### src/rtl/spi_pkg.sv
// Shared types and constants for the SPI target: FSM state encoding and the default fill word.
package spi_pkg;

    typedef enum logic [1:0] {
        ST_IDLE  = 2'd0,
        ST_SHIFT = 2'd1,
        ST_DRAIN = 2'd2
    } spi_state_e;

    localparam int unsigned MAX_DATA_WIDTH = 64;
    localparam logic [MAX_DATA_WIDTH-1:0] DEFAULT_FILL = {MAX_DATA_WIDTH{1'b1}};

endpackage

### src/rtl/spi_sync.sv
// Multi-flop synchronizer with rise/fall detection on the synchronized level.
// Edges are suppressed until the chain has refilled after reset, so a level held across reset never looks like an edge.
module spi_sync #(
    parameter int unsigned STAGES    = 2,
    parameter logic        RESET_VAL = 1'b0
) (
    input  logic clk_i,
    input  logic rst_ni,
    input  logic d_i,
    output logic q_o,
    output logic rise_o,
    output logic fall_o
);

    localparam int unsigned FILL_W = $clog2(STAGES + 2);
    localparam logic [FILL_W-1:0] FILL_DONE = FILL_W'(STAGES + 1);

    logic [STAGES-1:0] chain_q;
    logic [STAGES-1:0] chain_d;
    logic [STAGES:0]   chain_ext_s;
    logic              prev_q;
    logic [FILL_W-1:0] fill_q;
    logic [FILL_W-1:0] fill_d;
    logic              armed_s;

    // Next-state for the chain, the refill counter and the edge outputs.
    always_comb begin
        chain_ext_s = {chain_q, d_i};
        chain_d     = chain_ext_s[STAGES-1:0];
        armed_s     = (fill_q == FILL_DONE);
        if (armed_s) begin
            fill_d = fill_q;
        end else begin
            fill_d = fill_q + FILL_W'(1);
        end
        q_o    = chain_q[STAGES-1];
        rise_o = armed_s & q_o & ~prev_q;
        fall_o = armed_s & ~q_o & prev_q;
    end

    // Synchronizer flops, previous-level flop and refill counter.
    always_ff @(posedge clk_i or negedge rst_ni) begin
        if (!rst_ni) begin
            chain_q <= {STAGES{RESET_VAL}};
            prev_q  <= RESET_VAL;
            fill_q  <= {FILL_W{1'b0}};
        end else begin
            chain_q <= chain_d;
            prev_q  <= chain_q[STAGES-1];
            fill_q  <= fill_d;
        end
    end

endmodule

### src/rtl/spi_target.sv
// SPI mode-0 target with a one-word TX holding register and word-wise RX output.
// Optional macro SPI_TARGET_UNDERRUN_EN adds a sticky underrun flag with its clear input.
module spi_target
    import spi_pkg::*;
#(
    parameter int unsigned           DATA_WIDTH  = 8,
    parameter int unsigned           SYNC_STAGES = 2,
    parameter logic [DATA_WIDTH-1:0] FILL_WORD   = DEFAULT_FILL[DATA_WIDTH-1:0]
) (
    input  logic                  clk_i,
    input  logic                  rst_ni,
    input  logic                  sclk_i,
    input  logic                  mosi_i,
    input  logic                  cs_n_i,
    output logic                  miso_o,
    input  logic [DATA_WIDTH-1:0] tx_data_i,
    input  logic                  tx_valid_i,
    output logic                  tx_ready_o,
    output logic [DATA_WIDTH-1:0] rx_data_o,
    output logic                  rx_valid_o,
    output logic                  active_o
`ifdef SPI_TARGET_UNDERRUN_EN
    , input  logic                tx_underrun_clr_i
    , output logic                tx_underrun_o
`endif
);

    localparam int unsigned CNT_W = $clog2(DATA_WIDTH + 1);
    localparam logic [CNT_W-1:0] CNT_LAST = CNT_W'(DATA_WIDTH - 1);

    logic sclk_s, sclk_rise_s, sclk_fall_s;
    logic cs_s, cs_rise_s, cs_fall_s;
    logic mosi_s, active_s;
    logic [SYNC_STAGES-1:0] mosi_sync_q;
    logic [SYNC_STAGES:0]   mosi_ext_s;

    spi_state_e            state_q, state_d;
    logic [CNT_W-1:0]      cnt_q, cnt_d;
    logic [DATA_WIDTH-1:0] tx_shift_q, tx_shift_d;
    logic [DATA_WIDTH-1:0] rx_shift_q, rx_shift_d;
    logic [DATA_WIDTH-1:0] hold_q, hold_d;
    logic                  hold_empty_q, hold_empty_d;
    logic [DATA_WIDTH-1:0] rx_data_q, rx_data_d;
    logic                  rx_valid_q, rx_valid_d;
    logic                  miso_q, miso_d;
    logic [DATA_WIDTH-1:0] reload_s;
    logic                  consume_s, accept_s;

    spi_sync #(.STAGES(SYNC_STAGES), .RESET_VAL(1'b0)) u_sclk_sync (
        .clk_i  (clk_i),
        .rst_ni (rst_ni),
        .d_i    (sclk_i),
        .q_o    (sclk_s),
        .rise_o (sclk_rise_s),
        .fall_o (sclk_fall_s)
    );

    spi_sync #(.STAGES(SYNC_STAGES), .RESET_VAL(1'b1)) u_cs_sync (
        .clk_i  (clk_i),
        .rst_ni (rst_ni),
        .d_i    (cs_n_i),
        .q_o    (cs_s),
        .rise_o (cs_rise_s),
        .fall_o (cs_fall_s)
    );

    // Frame FSM, bit counter and shift registers; CS_n rise overrides everything.
    always_comb begin
        state_d    = state_q;
        cnt_d      = cnt_q;
        tx_shift_d = tx_shift_q;
        rx_shift_d = rx_shift_q;
        rx_data_d  = rx_data_q;
        rx_valid_d = 1'b0;
        consume_s  = 1'b0;
        mosi_ext_s = {mosi_sync_q, mosi_i};
        mosi_s     = mosi_sync_q[SYNC_STAGES-1];
        active_s   = ~cs_s;
        reload_s   = hold_empty_q ? FILL_WORD : hold_q;

        case (state_q)
            ST_IDLE: begin
                tx_shift_d = reload_s;
                cnt_d      = {CNT_W{1'b0}};
                // Mode 0: a frame only opens while SCLK idles low.
                if (cs_fall_s && !sclk_s) begin
                    state_d   = ST_SHIFT;
                    consume_s = 1'b1;
                end else begin
                    state_d = ST_IDLE;
                end
            end
            ST_SHIFT: begin
                if (sclk_rise_s) begin
                    rx_shift_d = {rx_shift_q[DATA_WIDTH-2:0], mosi_s};
                    if (cnt_q == CNT_LAST) begin
                        rx_data_d  = {rx_shift_q[DATA_WIDTH-2:0], mosi_s};
                        rx_valid_d = 1'b1;
                        cnt_d      = {CNT_W{1'b0}};
                        state_d    = ST_DRAIN;
                    end else begin
                        cnt_d = cnt_q + CNT_W'(1);
                    end
                end else if (sclk_fall_s) begin
                    tx_shift_d = {tx_shift_q[DATA_WIDTH-2:0], 1'b0};
                end else begin
                    tx_shift_d = tx_shift_q;
                end
            end
            ST_DRAIN: begin
                if (sclk_fall_s) begin
                    tx_shift_d = reload_s;
                    consume_s  = 1'b1;
                    state_d    = ST_SHIFT;
                end else begin
                    state_d = ST_DRAIN;
                end
            end
            default: begin
                state_d = ST_IDLE;
            end
        endcase

        if (cs_rise_s) begin
            state_d    = ST_IDLE;
            cnt_d      = {CNT_W{1'b0}};
            tx_shift_d = reload_s;
            rx_valid_d = 1'b0;
            rx_data_d  = rx_data_q;
            consume_s  = 1'b0;
        end else begin
            state_d = state_d;
        end

        miso_d = active_s ? tx_shift_q[DATA_WIDTH-1] : 1'b0;
    end

    // Holding register: a consume of an empty register still lets a same-cycle TX word in.
    always_comb begin
        accept_s     = tx_valid_i & hold_empty_q;
        hold_d       = hold_q;
        hold_empty_d = hold_empty_q;
        if (consume_s) begin
            hold_empty_d = ~accept_s;
            hold_d       = accept_s ? tx_data_i : hold_q;
        end else if (accept_s) begin
            hold_empty_d = 1'b0;
            hold_d       = tx_data_i;
        end else begin
            hold_empty_d = hold_empty_q;
        end
    end

    // State, datapath and output registers.
    always_ff @(posedge clk_i or negedge rst_ni) begin
        if (!rst_ni) begin
            state_q      <= ST_IDLE;
            cnt_q        <= {CNT_W{1'b0}};
            tx_shift_q   <= FILL_WORD;
            rx_shift_q   <= {DATA_WIDTH{1'b0}};
            hold_q       <= {DATA_WIDTH{1'b0}};
            hold_empty_q <= 1'b1;
            rx_data_q    <= {DATA_WIDTH{1'b0}};
            rx_valid_q   <= 1'b0;
            miso_q       <= 1'b0;
            mosi_sync_q  <= {SYNC_STAGES{1'b0}};
        end else begin
            state_q      <= state_d;
            cnt_q        <= cnt_d;
            tx_shift_q   <= tx_shift_d;
            rx_shift_q   <= rx_shift_d;
            hold_q       <= hold_d;
            hold_empty_q <= hold_empty_d;
            rx_data_q    <= rx_data_d;
            rx_valid_q   <= rx_valid_d;
            miso_q       <= miso_d;
            mosi_sync_q  <= mosi_ext_s[SYNC_STAGES-1:0];
        end
    end

`ifdef SPI_TARGET_UNDERRUN_EN
    logic underrun_q, underrun_d;

    // Sticky flag set when a frame has to fall back to the fill word; clear has priority.
    always_comb begin
        if (tx_underrun_clr_i) begin
            underrun_d = 1'b0;
        end else if (consume_s && hold_empty_q) begin
            underrun_d = 1'b1;
        end else begin
            underrun_d = underrun_q;
        end
    end

    // Underrun flag register.
    always_ff @(posedge clk_i or negedge rst_ni) begin
        if (!rst_ni) begin
            underrun_q <= 1'b0;
        end else begin
            underrun_q <= underrun_d;
        end
    end

    assign tx_underrun_o = underrun_q;
`endif

    assign miso_o     = miso_q;
    assign tx_ready_o = hold_empty_q;
    assign rx_data_o  = rx_data_q;
    assign rx_valid_o = rx_valid_q;
    assign active_o   = active_s;

endmodule

### config.mk
export PLATFORM = sky130hd
export DESIGN_NAME = spi_target
export DESIGN_NICKNAME = d
export VERILOG_FILES = /design/src/rtl/spi_pkg.sv /design/src/rtl/spi_sync.sv /design/src/rtl/spi_target.sv
export SDC_FILE = /design/constraint.sdc
export NUM_CORES = 1
export LEC_CHECK = 0
export BUFFER_PORTS_ARGS = -buffer_cell sky130_fd_sc_hd__clkbuf_2
export CAP_MARGIN = 20
export CORE_ASPECT_RATIO = 0.7
export CORE_MARGIN = 2
export CORE_UTILIZATION = 24
export DETAILED_ROUTE_END_ITERATION = 6
export HOLD_SLACK_MARGIN = 0.02
export SYNTH_ARGS = -nofsm -noshare
export SYNTH_HDL_FRONTEND = slang
export SYNTH_SLANG_ARGS = --single-unit
### constraint.sdc
create_clock -name clk_i -period 3.2 [get_ports clk_i]
set_input_delay 0.8 -clock clk_i [delete_from_list [all_inputs] [get_ports clk_i]]
set_output_delay 0.8 -clock clk_i [all_outputs]
set_load 0.01 [all_outputs]
# After elaboration in Yosys (flattened, before gate mapping)
# Cells that the tools add are included.
# word_totals
out_inout_bits	12
in_bits	14
elab_cells	82
register_bits	52
# op_classes
eq_ne	10
mux	27
add_sub_neg	3
reduce_logical	11
bitwise	15
# op_table
op	count
$mux W8	5
$pmux W8 S3	1
$ne A3 B3 Y1 const B	5
$mux W4	3
$mux W1	11
$and A1 B1 Y1	9
$mux W2	4
$pmux W4 S2	1
$reduce_and A4 Y1	2
$eq A2 B2 Y1 const B	3
$not A1 Y1	6
$pmux W2 S3	1
$reduce_and A2 Y1	3
$add A2 B1 Y2 const B	2
$add A4 B1 Y4 const B	1
$eq A4 B3 Y1 const B	1
$reduce_bool A4 Y1	1
$reduce_bool A3 Y1	1
$eq A2 B1 Y1 const B	1
$logic_not A2 Y1	1
$pmux W1 S2	1
$reduce_bool A2 Y1	1
$logic_and A1 B1 Y1	1
$logic_not A1 Y1	1

# Logic depth before layout (Yosys ltp)
# Gate-level depths: netlist (run 1).
# depth
word_depth	8
depth_mapped	7
mapped_depth_nobuf	6

# Cells and area by module
# From an unflattened synthesis (run 1), not the netlist that was laid out.
# hier_totals
hier_cells	185
hier_area_um2	2326.0
# modules_own_cells
module	seq_area_each_um2	area_per_inst_um2	instances	cells_per_inst
spi_target	1062.3	1959.4	1	165
spi_sync at u_cs_sync	128.9	185.2	1	10
spi_sync at u_sclk_sync	125.1	181.4	1	10

# Worst setup path after synthesis (run 1)
# No wires, ideal clock.
# synth_timing
path_kind	register -> register
from	register u_sclk_sync.fill_q[0]
to	register tx_shift_q[1]
setup_time_ns	0.082
slack_ns	1.551
stages_incl_launch_ff	7
t_arrival_ns	1.567
n_path_buf	1
synth_period_minus_slack_ns	1.649
required_ns	3.118
path_cell_list	dfrtp_1 -> ha_1 -> and3b_2 -> o22ai_2 -> and2_4 -> buf_6 -> mux2_4
# synth_between
elab_chain_len	5
elab_cells_between_ends	9
classes_between	eq/ne (4); bitwise (4); reduce/logical (1)
# synth_rtl
item	line_no	text
start: declaration	spi_sync.sv:22	logic [FILL_W-1:0] fill_q;
start signal: assignment	spi_sync.sv:46	fill_q <= {FILL_W{1'b0}};
start signal: assignment	spi_sync.sv:50	fill_q <= fill_d;
$eq A2 B2 Y1 *	spi_sync.sv:30	armed_s = (fill_q == FILL_DONE);
$and A1 B1 Y1, on equally long branches (2 in a row)	spi_sync.sv:38, spi_sync.sv:37	
$ne A3 B3 Y1 (no source line)	-	
$reduce_and A4 Y1 (no source line) *	-	
end signal: assignment	spi_target.sv:170	tx_shift_q <= tx_shift_d;
end: declaration	spi_target.sv:39	logic [DATA_WIDTH-1:0] tx_shift_q, tx_shift_d;
# Every way passes the cells marked *; elsewhere a longest branch is shown, timed or not.
# A chain may end at the register's enable or synchronous reset.

# Worst setup path after layout (run 1)
# layout_timing
from	register state_q[1]
to	register rx_data_q[2], in the netlist rx_data_o[2]
# layout_between
elab_chain_len	2
# layout_rtl
item	line_no	text
start: declaration	spi_target.sv:37	spi_state_e state_q, state_d;
start signal: assignment	spi_target.sv:168	state_q <= state_d;
$eq A2 B1 Y1	spi_target.sv:81	case (state_q)
$reduce_and A4 Y1 (no source line)	-	
end signal: assignment	spi_target.sv:163	rx_data_q <= {DATA_WIDTH{1'b0}};
end signal: assignment	spi_target.sv:174	rx_data_q <= rx_data_d;
end: declaration	spi_target.sv:43	logic [DATA_WIDTH-1:0] rx_data_q, rx_data_d;
# No other way between the ends.

==> impl_metrics.ini, run 1 <==
[clocking]
cts_tree = yes
post_cts_buffers = 0
clkSlewWorstSetupHoldPaths_ns = 0.07
clock_latency_ns = 0.30
postCtsHoldBufs = 0
cts.sinks = 52
ctsHtreeMaxLevel = 2
root_buffer = clkbuf_16
ctsResizeCount = 0
cts_buffers = 5
clockBufferDepth = 2

[critical_path]
slowest_stage = ha_1
critPathCaptureType = register
timing.rr.start = state_q[1]$_DFFE_PN0P_
crit_family = simple AND/OR/NAND/NOR gates
path_max_fanout = 13
crit_chain = inv_1 -> ha_1 -> inv_1 -> nor2_4 -> nand3_2 -> mux2_2
cp_common_cell = inv_1
reg2reg_slack_ns = 1.14
critPathBufInv = 2
worstSetupPathType = reg2reg
r2r_end = rx_data_o[2]$_DFFE_PN0P_
critical-path-max-stage-delay_ns = 0.43
critPathArrivalTime_ns = 2.24
cp.required_ns = 3.38
r2r_cells = 6
startpoint_type = register

[global_routing]
grt_pass1_vias = 1374
antenna_found_initial = 0
grt_overflow = 0
grt_pass1_wl_mm = 6.71
grt_max_degree = 53
grt_util_all_layers_pct = 8.64

[power]
p_comb_share_pct = 25.6
p_leak_uw = 0.00122
p_switching_uw = 578
switching_share_pct = 27.5
p_clk_share_pct = 29.3
seq_power_share_pct = 45.1
ir_drop_uv = 304
power_density_mw_per_mm2 = 785
internal_power_uw = 1520

[sta]
fin_tns_setup_ns = 0
fin_ws_ns = 1.14
fmax_ghz = 0.485
grt_setup_unrepaired = false
timing.final.crit_share_pct = 64.4
hold_violations = 0
fin_crit_ns = 2.06
worst_slew_pin_slew_ns = 0.650
finalSetupViolCount = 0
drv_slew = 0
worst_slew_margin_rel_pct = 56.6
fin_skew_ns = 0.00684

[hold_path]
hold_path.class = reg2reg
min_from = u_sclk_sync.chain_q[0]$_DFF_PN0_
holdPathStages = 0
hold-path-endpoint = u_sclk_sync.chain_q[1]$_DFF_PN0_

[placed_design]
post-dp-hpwl_mm = 2.68
gp_congestion = 0.690
io_buffers = 25
dpl_cell_area_mm2 = 0.00251
dp_slack_ns = 1.14
dpl.cell_count = 314

[die]
core_area_mm2 = 0.00907
io_pins = 26
dieHeight_um = 84.9
rows = 29
dieWidth_um = 120
initial_core_util_pct = 24.7
die_area_mm2 = 0.0101

[synthesis]
synthDistinctLibCells = 35
synth.avg_cell_area_um2 = 13.3
syn_area_mm2 = 0.00224
ys_ff_latch = 52
async_flop_share_pct = 100
ys.flop_type = dfrtp_1
postSynthCellCount = 168
synth_edf_count = 0
syn_nets = 189
seq_area_frac_synth_pct = 58.7
ys_warn_count = 0

[routing]
ant_nets = 0
drt_iter0_drc = 81
totalWireLength_mm = 3.80
viasPerCell = 4.11
wl_per_cell_um = 11.8
vias = 1323
drc = 0
first_pass_iters = 4

[finish]
fill_cells = 966
final_common_cell = dfrtp_1
layout_common_cells = dfrtp_1 (40), mux2_2 (25), clkbuf_2 (25)
layout-drive-gt1-share_pct = 42.9
multiInputGateArea_um2 = 883
final_nets = 218
instances_no_fill = 322
area_growth_pct = 19.4
diodes = 0
final-seq-area_mm2 = 0.00132
fin_util_pct = 29.5
fin_area_mm2 = 0.00268

[status]
status = finished, final reports clean

[flow_run]
max-cap-violations = 0
-- worst reg2reg max path, cell delays in order, from the launching register on --
cell and delay (ns):
dfrtp_1 0.41, inv_1 0.11, ha_1 0.43, inv_1 0.16, nor2_4 0.24, nand3_2 0.26, mux2_2 0.35
-- per-stage QoR --
stage | total power (uW) | hold slack (ns)
6_report | 2100 | 0.352
5_1_grt | 2240 | 0.354
4_1_cts | 2140 | 0.356
3_5_place_dp | 1500 | 0.342
3_3_place_gp | 1490 | 0.335
2_1_floorplan | 1390 | 0.331
-- layer usage --
| metal | vias up | share of wire, % | global-route usage [%] |
|---|---|---|---|
| li1 | 646 | - | - |
| met1 | 639 | 53 | 12.1 |
| met2 | 31 | 39 | 11.7 |
| met3 | 7 | 5.5 | 3.36 |
| met4 | 0 | 1.9 | 3.85 |
| met5 | - | 0 | 0 |
-- power by group through the flow --
stage,Combinational [uW],Sequential (uW),Clock (uW)
2_1_floorplan,473,918,0
3_3_place_gp,533,954,0
3_5_place_dp,544,960,0
4_1_cts,546,950,641
5_1_grt,595,972,672
6_report,539,947,615
-- cells by family (layout without fill, tap and decap cells) --
family / Yosys count / after routing / share of synthesized area (%)
buffers and inverters: 9 / 39 / 1.90
XOR/XNOR: 4 / 4 / 1.56
flip-flops: 52 / 52 / 58.7
AND/OR/NAND/NOR: 43 / 43 / 11.1
AO/OA/AOI/OAI: 21 / 21 / 5.58
adder cells (fa/ha/maj): 7 / 7 / 3.91
multiplexers: 32 / 32 / 17.2
-- sequential cells by signal, indices dropped and copies added, names as in the netlist --
register             count
hold_q                   8
u_sclk_sync.fill_q       2
rx_valid_o               1
u_cs_sync.chain_q        2
state_q                  2
rx_shift_q               7
tx_ready_o               1
mosi_sync_q              2
u_cs_sync.fill_q         2
u_sclk_sync.chain_q      2
cnt_q                    4
rx_data_o                8
miso_o                   1
u_sclk_sync.prev_q       1
u_cs_sync.prev_q         1
tx_shift_q               8
-- synthesized netlist by cell type (2+ instances only) --
| cell type | instances | share of area [%] |
|---|---|---|
| a21oi_1 | 4 | 0.89 |
| and3b_1 | 2 | 0.78 |
| clkbuf_1 | 2 | 0.33 |
| dfrtp_1 | 40 | 45 |
| dfstp_2 | 12 | 14 |
| ha_1 | 7 | 3.9 |
| inv_1 | 5 | 0.84 |
| mux2_2 | 25 | 13 |
| mux2_4 | 7 | 4.7 |
| nand2_1 | 7 | 1.2 |
| nand2b_1 | 2 | 0.56 |
| nand3_1 | 9 | 2.0 |
| nor2_1 | 11 | 1.8 |
| nor2b_1 | 2 | 0.56 |
| o21ai_0 | 11 | 2.5 |
| xnor2_1 | 2 | 0.78 |
| xor2_1 | 2 | 0.78 |
-- how the worst max path moves through the flow --
stage | from | end | slack (ns) | depth (start not counted)
after global routing | state_q[1]$_DFFE_PN0P_ | rx_data_o[2]$_DFFE_PN0P_ | 0.96 | 6
after CTS | state_q[1]$_DFFE_PN0P_ | rx_data_o[2]$_DFFE_PN0P_ | 1.13 | 6
after global placement | state_q[1]$_DFFE_PN0P_ | rx_data_o[2]$_DFFE_PN0P_ | 1.23 | 6
after detailed placement | state_q[1]$_DFFE_PN0P_ | rx_data_o[2]$_DFFE_PN0P_ | 1.14 | 6
after floorplan | u_sclk_sync.fill_q[0]$_DFFE_PN0P_ | tx_shift_q[1]$_DFFE_PN1P_ | 1.55 | 6
final | state_q[1]$_DFFE_PN0P_ | rx_data_o[2]$_DFFE_PN0P_ | 1.14 | 6
-- cell type report --
type | instances | share of cell area [%]
sequential | 52 | 49.2
multi-input combinational | 107 | 33.0
tap | 124 | 5.79
timing repair buffer | 26 | 4.95
clock buffer | 5 | 4.67
clock inverter | 3 | 1.73
inverter | 5 | 0.701
(Power assumes the default switching activity.)
==> inputs of run 2 (changes only) <==
==> constraint.sdc (replaced) <==
create_clock -name clk_i -period 2.1 [get_ports clk_i]
set_input_delay 0.525 -clock clk_i [delete_from_list [all_inputs] [get_ports clk_i]]
set_output_delay 0.525 -clock clk_i [all_outputs]
set_load 0.01 [all_outputs]
==> run 2 against run 1 <==
Net effect: flip-flop and latch count unchanged; register-to-register slack worse by 0.88 ns; clock power up 34%; sequential power up 53%; clock-buffer cell count up 2; setup slack worse by 0.88 ns; clock skew down 0.00089 ns; routed wire length up 6.6%; combinational power up 54%; worst hold slack worse by 0.16 ns.
==> impl_metrics.ini, run 2 (synthesized netlist as in run 1, its figures left out) <==
[routing]
viasPerCell = 4.20
vias = 1374
drt_iter0_drc = 49
drc = 0
ant_nets = 0
totalWireLength_mm = 4.05
wl_per_cell_um = 12.4
first_pass_iters = 7

[hold_path]
hold_path.class = in2async

[sta]
worst_slew_margin_rel_pct = 64.6
timing.final.crit_share_pct = 87.4
worst_slew_pin_slew_ns = 0.527
finalSetupViolCount = 0
fin_crit_ns = 1.84
hold_violations = 0
hold_slack_ns = 0.190
fin_tns_setup_ns = 0
drv_slew = 0
fin_ws_ns = 0.265
fin_skew_ns = 0.00595
grt_setup_unrepaired = false
fmax_ghz = 0.545

[global_routing]
antenna_found_initial = 0
grt_util_all_layers_pct = 9.03
grt_pass1_vias = 1409
grt_overflow = 0
grt_pass1_wl_mm = 7.00
grt_max_degree = 21

[finish]
fill_cells = 950
final_nets = 223
fin_area_mm2 = 0.00269
diodes = 0
final_common_cell = dfrtp_1
layout_common_cells = dfrtp_1 (40), mux2_2 (25), clkbuf_2 (25)
layout-drive-gt1-share_pct = 43.8
area_growth_pct = 20.1

[clocking]
postCtsHoldBufs = 0
clock_latency_ns = 0.29
cts_tree = yes
post_cts_buffers = 0
clkSlewWorstSetupHoldPaths_ns = 0.07
cts_buffers = 5
ctsHtreeMaxLevel = 2
root_buffer = clkbuf_16
ctsResizeCount = 0
clockBufferDepth = 2
cts.sinks = 52

[die]
die_area_mm2 = 0.0101
dieHeight_um = 84.9
initial_core_util_pct = 24.7
core_area_mm2 = 0.00907
io_pins = 26
dieWidth_um = 120
rows = 29

[status]
status = finished, final reports clean

[critical_path]
worstSetupPathType = reg2reg
path_max_fanout = 9
cp.required_ns = 2.28
critPathCaptureType = register
critPathArrivalTime_ns = 2.01
startpoint_type = register

[flow_run]
max-cap-violations = 0

[power]
power_density_mw_per_mm2 = 1150
p_leak_uw = 0.00123
ir_drop_uv = 541

[placed_design]
dp_slack_ns = 0.278
gp_congestion = 0.727
dpl_cell_area_mm2 = 0.00254
io_buffers = 25
post-dp-hpwl_mm = 2.89
## run 2: cell types whose count changed in the layout (fill, tap and decap cells not counted), sizes merged
| cell | change |
|---|---|
| bufinv | -1 |
| clkbuf | +2 |
| inv | -1 |
| buf | +5 |
## run 2: report_power, final
part	switching (uW)	internal, uW
Combinational	356	472
Sequential	158	1290
Clock	350	475
Total	864	2240
## run 2: area by class of cell
cell class | instances | area (um2) | share of cell area (%)
inverter | 5 | 18.8 | 0.697
multi-input combinational | 107 | 883 | 32.8
tap | 124 | 155 | 5.76
sequential | 52 | 1320 | 48.9
clock inverter | 1 | 7.51 | 0.279
clock buffer | 7 | 143 | 5.29
timing repair buffer | 31 | 170 | 6.32
## run 2: through the flow
step           power (uW)  std cells  utilization, %
3_5_place_dp         2300        319            28.0
2_1_floorplan        2120        168               -
6_report             3100        327            29.7
3_3_place_gp         2280        319            28.0
5_1_grt              3320        327            29.7
4_1_cts              3150        327            29.7
## run 2: path summary, 6_finish.rpt
check                                                start                        endpoint  slack, ns  depth (start not counted)
setup / recovery           u_cs_sync.fill_q[0]$_DFFE_PN0P_        rx_data_o[2]$_DFFE_PN0P_       0.26                          5
hold / removal                                      rst_ni        rx_data_o[6]$_DFFE_PN0P_       0.19                          1
setup reg to reg           u_cs_sync.fill_q[0]$_DFFE_PN0P_        rx_data_o[2]$_DFFE_PN0P_       0.26                          5
hold reg to reg                   mosi_sync_q[0]$_DFF_PN0_        mosi_sync_q[1]$_DFF_PN0_       0.35                          0
max in group asynchronous                           rst_ni       tx_shift_q[3]$_DFFE_PN1P_       1.22                          2
min in group clk_i                                  cs_n_i  u_cs_sync.chain_q[0]$_DFF_PN1_       0.31                          1
## run 2: worst max-delay path, cell delays in order, from the launching register on
cell	delay [ns]
dfrtp_1	0.39
ha_1	0.27
and3b_4	0.24
nor2_4	0.20
nand3_2	0.26
mux2_2	0.35
## run 2: routing by layer
layer / vias up / routed length (um) / GRT usage [%]
li1: 652 / - / -
met1: 682 / 2050 / 12.1
met2: 30 / 1640 / 12.7
met3: 10 / 256 / 3.76
met4: 0 / 100 / 4.17
met5: - / 0 / 0
